$ cat config.mk
export PLATFORM = sky130hd
export DESIGN_NAME = i2s_tx_framer
export DESIGN_NICKNAME = d
export VERILOG_FILES = /design/src/rtl/i2s_tx_framer.sv
export SDC_FILE = /design/constraint.sdc
export NUM_CORES = 1
export LEC_CHECK = 0
export ABC_AREA = 1
export CAP_MARGIN = 20
export CORE_MARGIN = 2
export CORE_UTILIZATION = 45
export DETAILED_ROUTE_END_ITERATION = 10
export PLACE_DENSITY = 0.71
export SYNTH_ARGS = -nofsm -noshare
export SYNTH_HDL_FRONTEND = slang
export SYNTH_SLANG_ARGS = --single-unit
$ cat constraint.sdc
create_clock -name clk_in -period 4.6 [get_ports clk_in]
set_clock_uncertainty 0.1 [all_clocks]
set_input_delay 0.92 -clock clk_in [delete_from_list [all_inputs] [get_ports clk_in]]
set_output_delay 0.92 -clock clk_in [all_outputs]
set_load 0.005 [all_outputs]
$ cat src/rtl/i2s_tx_framer.sv
// Stereo I2S / left-justified / right-justified serial transmitter with internal
// BCLK/WCLK divider and a one-entry sample holding register.
module i2s_tx_framer #(
  parameter int BITS      = 24,
  parameter int SLOT_BITS = 32,
  parameter int CLK_DIV   = 8
) (
  input  logic            clk_in,
  input  logic            reset,
  input  logic            enable,
  input  logic [1:0]      fmt,
  input  logic            mute,
  input  logic            s_valid,
  output logic            s_ready,
  input  logic [BITS-1:0] s_left,
  input  logic [BITS-1:0] s_right,
  output logic            sample_pulse,
  output logic            underrun,
  output logic            I2S_BCLK,
  output logic            I2S_WCLK,
  output logic            I2S_DATA
);

  if (BITS < 8 || BITS > 32) begin : g_bad_bits
    $error("i2s_tx_framer: BITS must be 8..32");
  end
  if (SLOT_BITS < 16 || SLOT_BITS > 32 || SLOT_BITS < BITS) begin : g_bad_slot
    $error("i2s_tx_framer: SLOT_BITS must be 16..32 and >= BITS");
  end
  if (CLK_DIV < 2 || (CLK_DIV % 2) != 0) begin : g_bad_div
    $error("i2s_tx_framer: CLK_DIV must be even and >= 2");
  end

  localparam int DW = $clog2(CLK_DIV);
  localparam logic [DW-1:0] DIV_LAST   = DW'(CLK_DIV - 1);
  localparam logic [DW-1:0] DIV_HALF   = DW'(CLK_DIV / 2);
  localparam logic [DW-1:0] DIV_ONE    = DW'(1);
  localparam logic [6:0]    FRAME_LAST = 7'(2 * SLOT_BITS - 1);
  localparam logic [6:0]    SLOT       = 7'(SLOT_BITS);
  localparam logic [6:0]    RJ_OFF     = 7'(SLOT_BITS - BITS);
  localparam logic [6:0]    BITS7      = 7'(BITS);

  logic [DW-1:0]   div_cnt_q, div_cnt_d;
  logic [6:0]      bit_cnt_q, bit_cnt_d;
  logic            pending_q, pending_d;
  logic [BITS-1:0] hold_l_q, hold_l_d, hold_r_q, hold_r_d;
  logic [BITS-1:0] frame_l_q, frame_l_d, frame_r_q, frame_r_d;
  logic [1:0]      fmt_q, fmt_d;
  logic            bclk_q, wclk_q, data_q, pulse_q, urun_q;

  logic            tick, frame_start, accept, slot_r, data_bit;
  logic [6:0]      k, off, rel;
  logic [BITS-1:0] sample, shifted;

  always_comb begin
    tick        = enable && (div_cnt_q == DIV_LAST);
    frame_start = tick && (bit_cnt_q == FRAME_LAST);
    accept      = s_valid && !pending_q;

    if (!enable)   div_cnt_d = DIV_LAST;
    else if (tick) div_cnt_d = '0;
    else           div_cnt_d = div_cnt_q + DIV_ONE;

    if (!enable)          bit_cnt_d = FRAME_LAST;
    else if (frame_start) bit_cnt_d = '0;
    else if (tick)        bit_cnt_d = bit_cnt_q + 7'd1;
    else                  bit_cnt_d = bit_cnt_q;

    pending_d = pending_q;
    hold_l_d  = hold_l_q;
    hold_r_d  = hold_r_q;
    if (accept) begin
      pending_d = 1'b1;
      hold_l_d  = s_left;
      hold_r_d  = s_right;
    end else if (frame_start) begin
      pending_d = 1'b0;
    end

    fmt_d     = frame_start ? fmt : fmt_q;
    frame_l_d = frame_l_q;
    frame_r_d = frame_r_q;
    if (frame_start) begin
      frame_l_d = (pending_q && !mute) ? hold_l_q : '0;
      frame_r_d = (pending_q && !mute) ? hold_r_q : '0;
    end

    // Data for the bit that starts on this tick is derived from the next-state
    // frame/format so the first bit of a new frame already uses the fresh sample.
    slot_r = (bit_cnt_d >= SLOT);
    k      = slot_r ? (bit_cnt_d - SLOT) : bit_cnt_d;
    case (fmt_d)
      2'd1:    off = 7'd0;
      2'd2:    off = RJ_OFF;
      default: off = 7'd1;
    endcase
    rel      = k - off;
    sample   = slot_r ? frame_r_d : frame_l_d;
    shifted  = sample << rel;
    data_bit = (k >= off) && (rel < BITS7) && shifted[BITS-1];
  end

  always_ff @(posedge clk_in) begin
    if (reset) begin
      div_cnt_q <= DIV_LAST;
      bit_cnt_q <= FRAME_LAST;
      pending_q <= 1'b0;
      hold_l_q  <= '0;
      hold_r_q  <= '0;
      frame_l_q <= '0;
      frame_r_q <= '0;
      fmt_q     <= 2'd0;
      bclk_q    <= 1'b0;
      wclk_q    <= 1'b0;
      data_q    <= 1'b0;
      pulse_q   <= 1'b0;
      urun_q    <= 1'b0;
    end else begin
      div_cnt_q <= div_cnt_d;
      bit_cnt_q <= bit_cnt_d;
      pending_q <= pending_d;
      hold_l_q  <= hold_l_d;
      hold_r_q  <= hold_r_d;
      frame_l_q <= frame_l_d;
      frame_r_q <= frame_r_d;
      fmt_q     <= fmt_d;
      bclk_q    <= enable && (div_cnt_d >= DIV_HALF);
      pulse_q   <= frame_start;
      urun_q    <= frame_start && !pending_q;
      if (!enable) begin
        wclk_q <= 1'b0;
        data_q <= 1'b0;
      end else if (tick) begin
        wclk_q <= slot_r;
        data_q <= data_bit;
      end
    end
  end

  assign s_ready      = !pending_q;
  assign sample_pulse = pulse_q;
  assign underrun     = urun_q;
  assign I2S_BCLK     = bclk_q;
  assign I2S_WCLK     = wclk_q;
  assign I2S_DATA     = data_q;

endmodule

---- Yosys cells after proc, flatten, opt, wreduce, memory -nomap -nowiden ----
Index checks and enable logic that the tools add are counted.
cells by class
  add/subtract/negate cells ............... 4
  order comparisons ....................... 4
  eq/ne operators ......................... 4
  shifts and indexed selects .............. 1
  muxes and demuxes ....................... 15
  bitwise operators ....................... 1
  reduce and logical (&&, ||, !) cells .... 12
operators by type and width
  kind                   number
  $mux W24               5
  $mux W7                4
  $shl A24 B7 Y24        1
  $logic_and A1 B1 Y1    8
  $pmux W4 S2            1
  $add A7 B1 Y7 const B  1
  $eq A7 B6 Y1 const B   1
  $ge A7 B6 Y1 const B   1
  $ge A7 B7 Y1           1
  $lt A7 B5 Y1 const B   1
  $sub A7 B6 Y7 const B  1
  $sub A7 B7 Y7          1
  $mux W3                2
  $add A3 B1 Y3 const B  1
  $eq A3 B3 Y1 const B   1
  $ge A3 B3 Y1 const B   1
  $eq A2 B1 Y1 const B   1
  $eq A2 B2 Y1 const B   1
  $logic_not A1 Y1       2
  $mux W1                2
  $mux W2                1
  $reduce_bool A2 Y1     1
  $reduce_or A2 Y1       1
  $not A1 Y1             1
storage, ports and cells
  register bits after elaboration ......... 114
  input bits .............................. 55
  output and inout port bits .............. 6

---- Logic depth before layout (Yosys ltp) ----
  depth in word-level cells ............... 11
  mapped depth ............................ 24
  depth with buffers taken out ............ 22

---- Worst setup path before layout ----
Ideal clock, no wire load.
  path kind ............................... input-to-reg
  start point ............................. in enable
  end point ............................... reg data_q (netlist: I2S_DATA)
  library setup time ...................... 0.070 ns
  arrival ................................. 3.431 ns
  slack ................................... 1.000 ns
  stages on the path ...................... 19
  path buffers ............................ 4
  cells stage by stage .................... buf_6 -> nand2_8 -> inv_4 -> nand3_4 -> buf_6 -> clkbuf_1 -> mux2i_1 -> ha_1 -> ha_1 -> inv_1 -> clkbuf_1 -> nand3_1 -> nand3_1 -> nand3_1 -> nand2_1 -> nand2_1 -> nand2_1 -> nand3_1 -> a21oi_1
on the way
  longest elaborated chain between the ends .. 10
  elaborated cells between the ends (all ways) .. 23
  those cells by class .................... add/sub (2); order compare (3); eq/ne (2); shift (1); mux (9); bitwise (1); reduce/logical (5)
RTL lines
  element                                                line    RTL
  start, declared                                        10      input logic enable,
  $logic_and A1 B1 Y1                                    56      tick = enable && (div_cnt_q == DIV_LAST);
  $mux W7 / $logic_and A1 B1 Y1 (equally long branches)  66, 57
  $mux W7                                                65      else if (frame_start) bit_cnt_d = '0;
  $mux W7                                                64      if (!enable) bit_cnt_d = FRAME_LAST;
  $sub A7 B6 Y7 / $ge A7 B6 Y1 (equally long branches)   91, 90
  $mux W7                                                91      k = slot_r ? (bit_cnt_d - SLOT) : bit_cnt_d;
  $sub A7 B7 Y7                                          97      rel = k - off;
  $lt A7 B5 Y1                                           100     data_bit = (k >= off) && (rel < BITS7) && shifted[BITS-1];
  $logic_and A1 B1 Y1 (2 in series)                      100
  end signal, assigned                                   135     data_q <= data_bit;
  end, declared                                          49      logic bclk_q, wclk_q, data_q, pulse_q, urun_q;
Several ways; a longest one is shown, not always the timed one.
A chain may end at the register's enable or synchronous reset.

---- Worst setup path after layout ----
Same ends and word-level chain as after synthesis.

==> impl_metrics.ini <==
[status]
outcome = completed

[finish]
regArea_mm2 = 0.002282
diodes = 0
final_nets = 877
synthToLayoutAreaGrowth_pct = 23.66
drive_gt1_share_pct = 7.385
fill_cells = 1081
multi_input_area_mm2 = 0.002390

[floorplanning]
rows = 39
dieArea_mm2 = 0.01260
core_mm2 = 0.01142
die_w_um = 112.2
die_h_um = 112.2
initial_core_util_pct = 46.18
io_pins = 61

[place]
io_buffers = 60
dpl_worst_slack_ns = 0.6301
place_hpwl_um = 8095
gp_congestion = 0.9233

[sta]
slew_viol_final = 0
tightest_slew_ns = 0.6583
clock.fmax_mhz = 280.9
grt_setup_unrepaired = false
setup-tns-final_ns = 0
setup_viol = 0
post-route-min-period_ns = 3.560
slew_headroom_pct = 56.07
period_share_pct = 77.39
layout_setup_ws_ns = 1.040
hold_violations = 0

[critical_path]
critPathSlowestCell = clkdlybuf4s50_1
start_kind = primary input
setup.worst_path.class = in2reg
startpoint = enable
critical_path.top_delay_family = buffers and inverters
max_stage_delay_ns = 0.58
r2r_start = div_cnt_q[0]
required_ns = 4.85
crit_path_end_kind = flop
crit_chain = clkdlybuf4s50_1, nand2_8, inv_4, nand3_4, mux2i_1, ha_1, ha_1, ha_1, inv_1, xor2_1, inv_1, nand3_1, nand2_1, a21oi_1, nand3_1, a21oi_1
worstPathArrival_ns = 3.81
critPathMostFrequentCell = ha_1
crit_buf_inv = 4
path_max_fanout = 10

[detailed_routing]
drt-initial-drc-count = 240
wl_per_cell_um = 12.33
ant_nets = 0
num_vias = 4780
wirelength_um = 11940
firstDrtPassIters = 5
remaining_drc_errors = 0
vias_per_cell = 4.933

[clock_network]
cts_sinks = 114
cts_resized = 0
clkLatencyLatePin_ns = 0.41
clockBufferDepth = 2
ctsRootBufferMaster = clkbuf_16
cts_tree = done
postCtsSetupBuffers = 0
clk_pin_slew_ns = 0.06
numCtsBuffers = 17
htree_num_levels = 4
cts.hold.buffers_added = 0

[synth]
ys_top_cells_by_area = dfxtp_1, nor2_1, o21ai_0, nand2_1, nand3_1
synth_cell_types = 32
synth_top_area_share_pct = 43.28
synthSimpleGateAreaFrac_pct = 30.59
ys.flop_type = dfxtp_1
synth_edf_count = 0
synth_top_family_by_area = simple AND/OR/NAND/NOR gates
synth.area.mux_share_pct = 0.1898
avgSynthCellArea_um2 = 6.839
yosys_warnings = 0
synth_most_common_cell = nor2_1
synthXorXnorAreaFrac_pct = 0.4983
syn_area_mm2 = 0.005273
synthAdderAreaFrac_pct = 1.898
synth_top_cell_by_area = dfxtp_1
async_flop_share_pct = 0
syn-num-nets = 834
synth_compound_area_share_pct = 12.10
ys_seq_area_share_pct = 43.28
ys_ff_latch = 114
postSynthCellCount = 771
netlist_top_cells_count = nor2_1, nand2_1, dfxtp_1

[power_and_ir_drop]
p_leak_nw = 2.636
ir_drop_mv = 0.3182
p_per_area_mw_per_mm2 = 444.1

[hold_path]
hold_path_class = reg2reg
hp-start = pending_q

[run]
maxCapViolCount = 0

[grt]
first_global_vias = 4550
grt_start_max_net_pins = 55
grt.overflow.total = 0
grt_pass1_wl_um = 20790
grt_use_total_pct = 20.43
antenna_found_initial = 0
placed cells by master (no fill, tap or decap), types with 3 or more instances in the layout:
master	instances
dfxtp_1	114
o211ai_1	4
inv_1	99
bufinv_16	4
nand2_1	115
nor2_1	157
ha_1	8
nand3_2	3
clkinv_2	5
a21oi_1	10
nor2_2	3
nand3_1	86
o21ai_0	102
buf_4	10
xor2_1	3
clkdlybuf4s50_1	59
clkbuf_16	17
o21ai_1	3
report_power, final:
group	internal, W	leakage (nW)	switching [W]
Clock	0.000901	0.303	0.000462
Combinational	0.000178	1.40	0.000291
Sequential	0.00104	0.932	0.0000253
Total	0.00212	2.64	0.000778
state kept, by name (all words and copies together) (netlist names), 2 cells and up:
| signal | flops |
|---|---|
| fmt_q | 2 |
| frame_l_q | 24 |
| hold_r_q | 24 |
| bit_cnt_q | 7 |
| div_cnt_q | 3 |
| hold_l_q | 24 |
| frame_r_q | 24 |
path summary, 6_finish.rpt:
check	slack, ns	cells past startpoint	end
max	1.04	16	I2S_DATA
min	0.36	1	underrun
max reg2reg	1.36	17	I2S_DATA
min reg2reg	0.36	1	underrun
layout make-up:
type,count,area share (%)
Multi-Input combinational cell,509,36.65
Clock buffer,17,6.525
Sequential cell,114,35.00
Clock inverter,14,2.879
Inverter,102,5.911
Tap cell,143,2.744
Timing Repair Buffer,70,10.29
metrics by stage:
stage / utilization (%) / hold WS, ns / cells / area (um2) / total power (W)
2_1_floorplan: - / 0.3256 / 771 / 5273 / 0.001424
3_3_place_gp: 51.73 / 0.3478 / 938 / 5907 / 0.001543
3_5_place_dp: 51.73 / 0.3470 / 938 / 5907 / 0.001551
4_1_cts: 57.10 / 0.3592 / 969 / 6520 / 0.002919
5_1_grt: 57.10 / 0.3983 / 969 / 6520 / 0.003039
6_report: 57.10 / 0.3614 / 969 / 6520 / 0.002896
layer usage:
layer	vias up	wire length (um)	track usage (%)
li1	2510	-	-
met2	122	5337	31.65
met3	22	556	6.317
met4	0	271	9.187
met5	-	0	0
met1	2126	5778	26.26
kinds of logic (layout without fill, tap and decap cells):
group	after synthesis	after routing
buffers and inverters	148	203
flip-flops	114	114
AO/OA/AOI/OAI	122	122
AND/OR/NAND/NOR	375	375
adder cells (fa/ha/maj)	8	8
multiplexers	1	1
XOR/XNOR	3	3
No activity file was read; power rests on OpenSTA's default activity.
